**config.mk**
```make
export PLATFORM = sky130hd
export DESIGN_NAME = mat_pingpong_loader
export DESIGN_NICKNAME = d
export VERILOG_FILES = /design/src/rtl/mat_pkg.sv /design/src/rtl/tile_raster_ctr.sv /design/src/rtl/mat_pingpong_loader.sv
export SDC_FILE = /design/constraint.sdc
export NUM_CORES = 1
export LEC_CHECK = 0
export CAP_MARGIN = 25
export CORE_MARGIN = 3
export CORE_UTILIZATION = 40
export CTS_CLUSTER_DIAMETER = 150
export DETAILED_ROUTE_END_ITERATION = 7
export GPL_TIMING_DRIVEN = 0
export PLACE_DENSITY_LB_ADDON = 0.1
export SLEW_MARGIN = 10
export SYNTH_ARGS = -nofsm -noshare
export SYNTH_HDL_FRONTEND = slang
export SYNTH_HIERARCHICAL = 1
export SYNTH_SLANG_ARGS = --single-unit
```
**constraint.sdc**
```tcl
create_clock -name clk -period 2.75 [get_ports clk]
set_input_delay 0.275 -clock clk [delete_from_list [all_inputs] [get_ports clk]]
set_output_delay 0.275 -clock clk [all_outputs]
set_load 0.005 [all_outputs]
```
**src/rtl/mat_pkg.sv**
```systemverilog
// Shared types and default sizing for the ping-pong matrix loader.
package mat_pkg;

   typedef enum logic {
      RD_IDLE,
      RD_DRAIN
   } rd_state_t;

   localparam int unsigned DEF_DW  = 64;
   localparam int unsigned DEF_DIM = 5;

endpackage

```
**src/rtl/tile_raster_ctr.sv**
```systemverilog
// Raster-order x/y tile counter: x runs fastest and wraps into y; (DIM-1,DIM-1) wraps to (0,0).
module tile_raster_ctr #(
   parameter  int unsigned DIM = 5,
   localparam int unsigned AW  = $clog2(DIM)
) (
   input  logic          clk,
   input  logic          rst,
   input  logic          clr,
   input  logic          en,
   output logic [AW-1:0] x,
   output logic [AW-1:0] y,
   output logic          last
);

   localparam logic [AW-1:0] MAX = AW'(DIM - 1);

   logic [AW-1:0] x_q, x_d;
   logic [AW-1:0] y_q, y_d;

   // clr applies to the current coordinate so the caller can use (0,0) in the same cycle
   assign x    = clr ? '0 : x_q;
   assign y    = clr ? '0 : y_q;
   assign last = (x == MAX) && (y == MAX);

   always_comb begin
      x_d = x;
      y_d = y;
      if (en) begin
         if (x == MAX) begin
            x_d = '0;
            y_d = (y == MAX) ? '0 : y + AW'(1);
         end else begin
            x_d = x + AW'(1);
         end
      end
   end

   always_ff @(posedge clk or posedge rst) begin
      if (rst) begin
         x_q <= '0;
         y_q <= '0;
      end else begin
         x_q <= x_d;
         y_q <= y_d;
      end
   end

endmodule

```
**src/rtl/mat_pingpong_loader.sv**
```systemverilog
// Double-buffered DIMxDIM matrix loader: fills one memory bank from the upstream stream
// while the other, completed bank is drained downstream.
module mat_pingpong_loader
   import mat_pkg::*;
#(
   parameter  int unsigned DW  = DEF_DW,
   parameter  int unsigned DIM = DEF_DIM,
   localparam int unsigned AW  = $clog2(DIM)
) (
   input  logic          clk,
   input  logic          rst,
   input  logic          pushin,
   input  logic          firstin,
   input  logic [DW-1:0] din,
   output logic          stopin,
   output logic          drop,
   output logic          mwr,
   output logic          mwbank,
   output logic [AW-1:0] mwx,
   output logic [AW-1:0] mwy,
   output logic [DW-1:0] mwd,
   output logic          mrbank,
   output logic [AW-1:0] mrx,
   output logic [AW-1:0] mry,
   output logic          pushout,
   output logic          firstout,
   input  logic          stopout
);

   logic [1:0]    full_q, full_d;
   logic          wbank_q, wbank_d;
   logic          rbank_q, rbank_d;
   logic          mwr_q, mwr_d;
   logic          mwbank_q, mwbank_d;
   logic [AW-1:0] mwx_q, mwx_d;
   logic [AW-1:0] mwy_q, mwy_d;
   logic [DW-1:0] mwd_q, mwd_d;
   logic          drop_q, drop_d;
   rd_state_t     state_q, state_d;
   logic          pushout_q, pushout_d;
   logic          firstout_q, firstout_d;

   logic          accept, xfer, rd_clr, rd_en;
   logic [AW-1:0] wx, wy, rx, ry;
   logic          w_last, r_last;

   // The writer only stalls when the bank it is parked on still holds an undrained matrix
   assign stopin = full_q[wbank_q];
   assign accept = pushin & ~stopin;
   assign xfer   = pushout_q & ~stopout;
   assign rd_clr = (state_q == RD_IDLE) & full_q[rbank_q];
   assign rd_en  = (state_q == RD_DRAIN) & xfer & ~r_last;

   tile_raster_ctr #(.DIM(DIM)) u_wr_ptr (
      .clk  (clk),
      .rst  (rst),
      .clr  (accept & firstin),
      .en   (accept),
      .x    (wx),
      .y    (wy),
      .last (w_last)
   );

   tile_raster_ctr #(.DIM(DIM)) u_rd_ptr (
      .clk  (clk),
      .rst  (rst),
      .clr  (rd_clr),
      .en   (rd_en),
      .x    (rx),
      .y    (ry),
      .last (r_last)
   );

   always_comb begin
      full_d     = full_q;
      wbank_d    = wbank_q;
      rbank_d    = rbank_q;
      state_d    = state_q;
      pushout_d  = pushout_q;
      firstout_d = firstout_q;
      mwr_d      = accept;
      mwbank_d   = accept ? wbank_q : mwbank_q;
      mwx_d      = accept ? wx : mwx_q;
      mwy_d      = accept ? wy : mwy_q;
      mwd_d      = accept ? din : mwd_q;
      drop_d     = pushin & stopin;

      if (accept && w_last) begin
         full_d[wbank_q] = 1'b1;
         wbank_d         = ~wbank_q;
      end

      // Writer and reader never target the same bank here, so both full updates can land together
      unique case (state_q)
         RD_IDLE: begin
            if (full_q[rbank_q]) begin
               state_d    = RD_DRAIN;
               pushout_d  = 1'b1;
               firstout_d = 1'b1;
            end
         end
         RD_DRAIN: begin
            if (xfer) begin
               firstout_d = 1'b0;
               if (r_last) begin
                  pushout_d       = 1'b0;
                  full_d[rbank_q] = 1'b0;
                  rbank_d         = ~rbank_q;
                  state_d         = RD_IDLE;
               end
            end
         end
         default: state_d = RD_IDLE;
      endcase
   end

   always_ff @(posedge clk or posedge rst) begin
      if (rst) begin
         full_q     <= '0;
         wbank_q    <= 1'b0;
         rbank_q    <= 1'b0;
         mwr_q      <= 1'b0;
         mwbank_q   <= 1'b0;
         mwx_q      <= '0;
         mwy_q      <= '0;
         mwd_q      <= '0;
         drop_q     <= 1'b0;
         state_q    <= RD_IDLE;
         pushout_q  <= 1'b0;
         firstout_q <= 1'b0;
      end else begin
         full_q     <= full_d;
         wbank_q    <= wbank_d;
         rbank_q    <= rbank_d;
         mwr_q      <= mwr_d;
         mwbank_q   <= mwbank_d;
         mwx_q      <= mwx_d;
         mwy_q      <= mwy_d;
         mwd_q      <= mwd_d;
         drop_q     <= drop_d;
         state_q    <= state_d;
         pushout_q  <= pushout_d;
         firstout_q <= firstout_d;
      end
   end

   assign drop     = drop_q;
   assign mwr      = mwr_q;
   assign mwbank   = mwbank_q;
   assign mwx      = mwx_q;
   assign mwy      = mwy_q;
   assign mwd      = mwd_q;
   assign mrbank   = rbank_q;
   assign mrx      = rx;
   assign mry      = ry;
   assign pushout  = pushout_q;
   assign firstout = firstout_q;

endmodule

```
==> qor.csv, run 1 <==
metric,value,unit
core,9820,sq um
die_w,107,um
crit_required,2.98,ns
dieArea,11400,sq um
syn_nets,344,
num_antenna_cells,0,
grt.overflow.total,0,
reg2regPathDepth,10,
worstMarginPinSlew,0.479,ns
drc,0,
max_freq,400,MHz
htreeDepth,3,
ir_drop,0.290,mV
fin_crit,2.50,ns
path_clk_slew,0.08,ns
synth_fa_ha_area_frac,0.0247,
maxSlewHeadroom,0.681,
ctsHoldBuffers,0,
yosys_register_bits,92,
setup_ws,0.251,ns
synth_cell_types,30,
rsz0062_at_grt,no,
critPathMaxFanout,12,
synth_xor_area_frac,0.00648,
grt_max_degree,46,
wire_per_inst,15.7,um
drtIter0Drc,91,
drive_gt1_frac,0.237,
clock_path_buffers,2,
viasPerCell,4.59,
wirelength,8900,um
boundaryPins,152,
clock_latency,0.34,ns
seq_area_frac_synth,0.568,
grt_pass1_wl,14700,um
grt_usage,0.163,
rows,36,
antenna_left,0,
port_buffers,151,
synthCells,267,
preCtsSetupSlack,-0.0255,ns
syn_area,4060,sq um
synth_area_per_cell,15.2,sq um
leakage,2.76,nW
area_growth,47.5,%
fill_cells,819,
dp_hpwl,6470,um
cts_made_buffers,9,
pwr_density_cell,522,nW/um^2
gp_congestion,0.729,
timing.hold.ws,0.266,ns
cts.sinks,92,
drt_first_pass_iters,4,
die_height,107,um
synth-warning-count,6,
finalHoldViolCount,0,
path_class,flip-flop to flip-flop,
synth_top_family_by_area,multiplexers,
cts_setup_buffers,0,
slew_violations,0,
fin_nets,507,
outcome,"finished, final reports clean",
setup_violations,0,
finalClockSkew,0.00842,ns
post-route-period-util,0.909,
synth-simple-area-share,0.0657,
root_buffer,clkbuf_8,
cp-end-kind,flip-flop,
synth_compound_area_frac,0.0355,
vias,2605,
antenna_found_initial,0,
muxShareOfSynthArea,0.264,
hp-class,input pin to async pin,
cts_tree,done,
final_core_util,0.609,
critPathLaunchType,flip-flop,
cts_resized,1,
initial_utilization,0.413,
cap_violations,0,
grt_pass1_vias,2778,
crit_arrival,2.73,ns
report_power, final:
part | total (W) | switching, W | internal (W)
combinational | 0.000660 | 0.000203 | 0.000457
sequential | 0.00154 | 0.0000630 | 0.00148
clock | 0.000922 | 0.000451 | 0.000472
total | 0.00312 | 0.000717 | 0.00240
final cells by class:
class | count | area [sq um] | area share
Sequential cell | 92 | 2300 | 0.385
Tap cell | 133 | 166 | 0.0278
Inverter | 14 | 55.1 | 0.00920
Buffer | 9 | 93.8 | 0.0157
Clock inverter | 3 | 45.0 | 0.00753
Timing Repair Buffer | 152 | 1540 | 0.257
Clock buffer | 13 | 159 | 0.0266
Multi-Input combinational cell | 152 | 1620 | 0.271
path summary, 6_finish.rpt:
path	from	to	slack (ns)
max	mrbank	u_rd_ptr/y_q[2]	0.25
min	rst	u_rd_ptr/x_q[2]	0.27
max reg2reg	mrbank	u_rd_ptr/y_q[2]	0.25
min reg2reg	firstout	firstout	0.49
max in group asynchronous	rst	mwd[15]	1.80
min in group clk	firstout	firstout	0.49
stage by stage:
stage                     cell area, sq um  TNS [ns]  std cells  total power [W]
after floorplan                       4060         0        267          0.00185
after global placement                5730    -86.71        551          0.00222
after detailed placement              5760   -0.0255        552          0.00223
after CTS                             5970         0        568          0.00317
after global routing                  5980         0        568          0.00329
final                                 5980         0        568          0.00312
critical path: stages (launching register included):
cell and delay [ns]:
dfrtp_2 0.45, mux2i_2 0.18, nor2_4 0.22, nand2b_1 0.23, ha_1 0.22, nand3b_1 0.12, nor2_1 0.28, nor2_2 0.13
and4b_1 0.20, buf_4 0.15, a22o_1 0.20
synth_stat cells:
cell / n / area, sq um
ha_1: 8 / 100
a41oi_1: 1 / 8.76
nor2b_1: 5 / 31.3
buf_4: 2 / 15.0
xor2_1: 2 / 17.5
nand3b_1: 4 / 30.0
o31ai_1: 1 / 7.51
inv_1: 14 / 52.6
mux2i_2: 1 / 13.8
nor2_1: 8 / 30.0
o21ai_2: 2 / 17.5
xnor2_1: 1 / 8.76
buf_6: 7 / 78.8
dfrtp_1: 92 / 2300
and4b_1: 2 / 20.0
mux2_4: 69 / 1040
o21ai_0: 9 / 45.0
o22a_1: 1 / 8.76
a21o_1: 3 / 22.5
nand2b_1: 9 / 56.3
mux2i_1: 1 / 10.0
a31oi_1: 1 / 6.26
a21oi_1: 2 / 10.0
a22o_1: 2 / 17.5
nand2_4: 1 / 11.3
mux2_2: 1 / 11.3
and2b_1: 3 / 22.5
nand3_1: 5 / 25.0
nand2_1: 9 / 33.8
and3_1: 1 / 6.26
cells in the final DEF (no fill, tap or decap), types with 2 or more instances in the layout:
cell type / n
o21ai_2: 2
clkdlybuf4s50_1: 151
clkbuf_8: 11
a21oi_1: 2
dfrtp_1: 91
buf_4: 2
inv_1: 13
clkinvlp_4: 2
mux2_4: 69
mux2i_2: 2
nand3_1: 5
ha_1: 8
nand2b_1: 9
and4b_1: 2
xor2_1: 2
a21o_1: 3
nand3b_1: 4
nor2_1: 6
nand2_1: 9
a22o_1: 2
clkbuf_1: 2
o21ai_0: 9
nor2b_1: 5
and2b_1: 3
buf_6: 7
flip-flops by register name, summed over array words and instances (netlist names), 2 cells and up:
name	cells
u_rd_ptr/y_q	3
mwx	3
u_rd_ptr/x_q	3
u_wr_ptr/y_q	3
u_wr_ptr/x_q	3
mwy	3
full_q	2
mwd	64
kinds of logic (layout without fill, tap and decap cells):
logic type,count (synthesis),count (layout)
flip-flops,92,92
AND/OR/NAND/NOR,47,47
adder cells (fa/ha/maj),8,8
buffers and inverters,23,191
AO/OA/AOI/OAI,22,22
XOR/XNOR,3,3
multiplexers,72,72
metal layers:
metal,share of wire,GRT usage,routed length (um)
met2,0.47,0.259,4220
met1,0.46,0.220,4060
met5,0,0,0
met3,0.054,0.0373,482
met4,0.015,0.0557,136
Power figures use the tool's default switching activity.
==> run 2: changes to the inputs <==
==> constraint.sdc (replaced) <==
create_clock -name clk -period 2.75 [get_ports clk]
set_input_delay 0.55 -clock clk [delete_from_list [all_inputs] [get_ports clk]]
set_output_delay 0.55 -clock clk [all_outputs]
set_load 0.005 [all_outputs]
==> results of run 2 <==
Same layout as run 1 (identical final DEF). Status: finished, final reports clean.
Among the figures that moved: setup slack after layout 0.251 ns -> 0.233 ns; hold slack 0.266 ns -> 0.486 ns; end point of the critical path u_rd_ptr/y_q[2] -> mry[0]
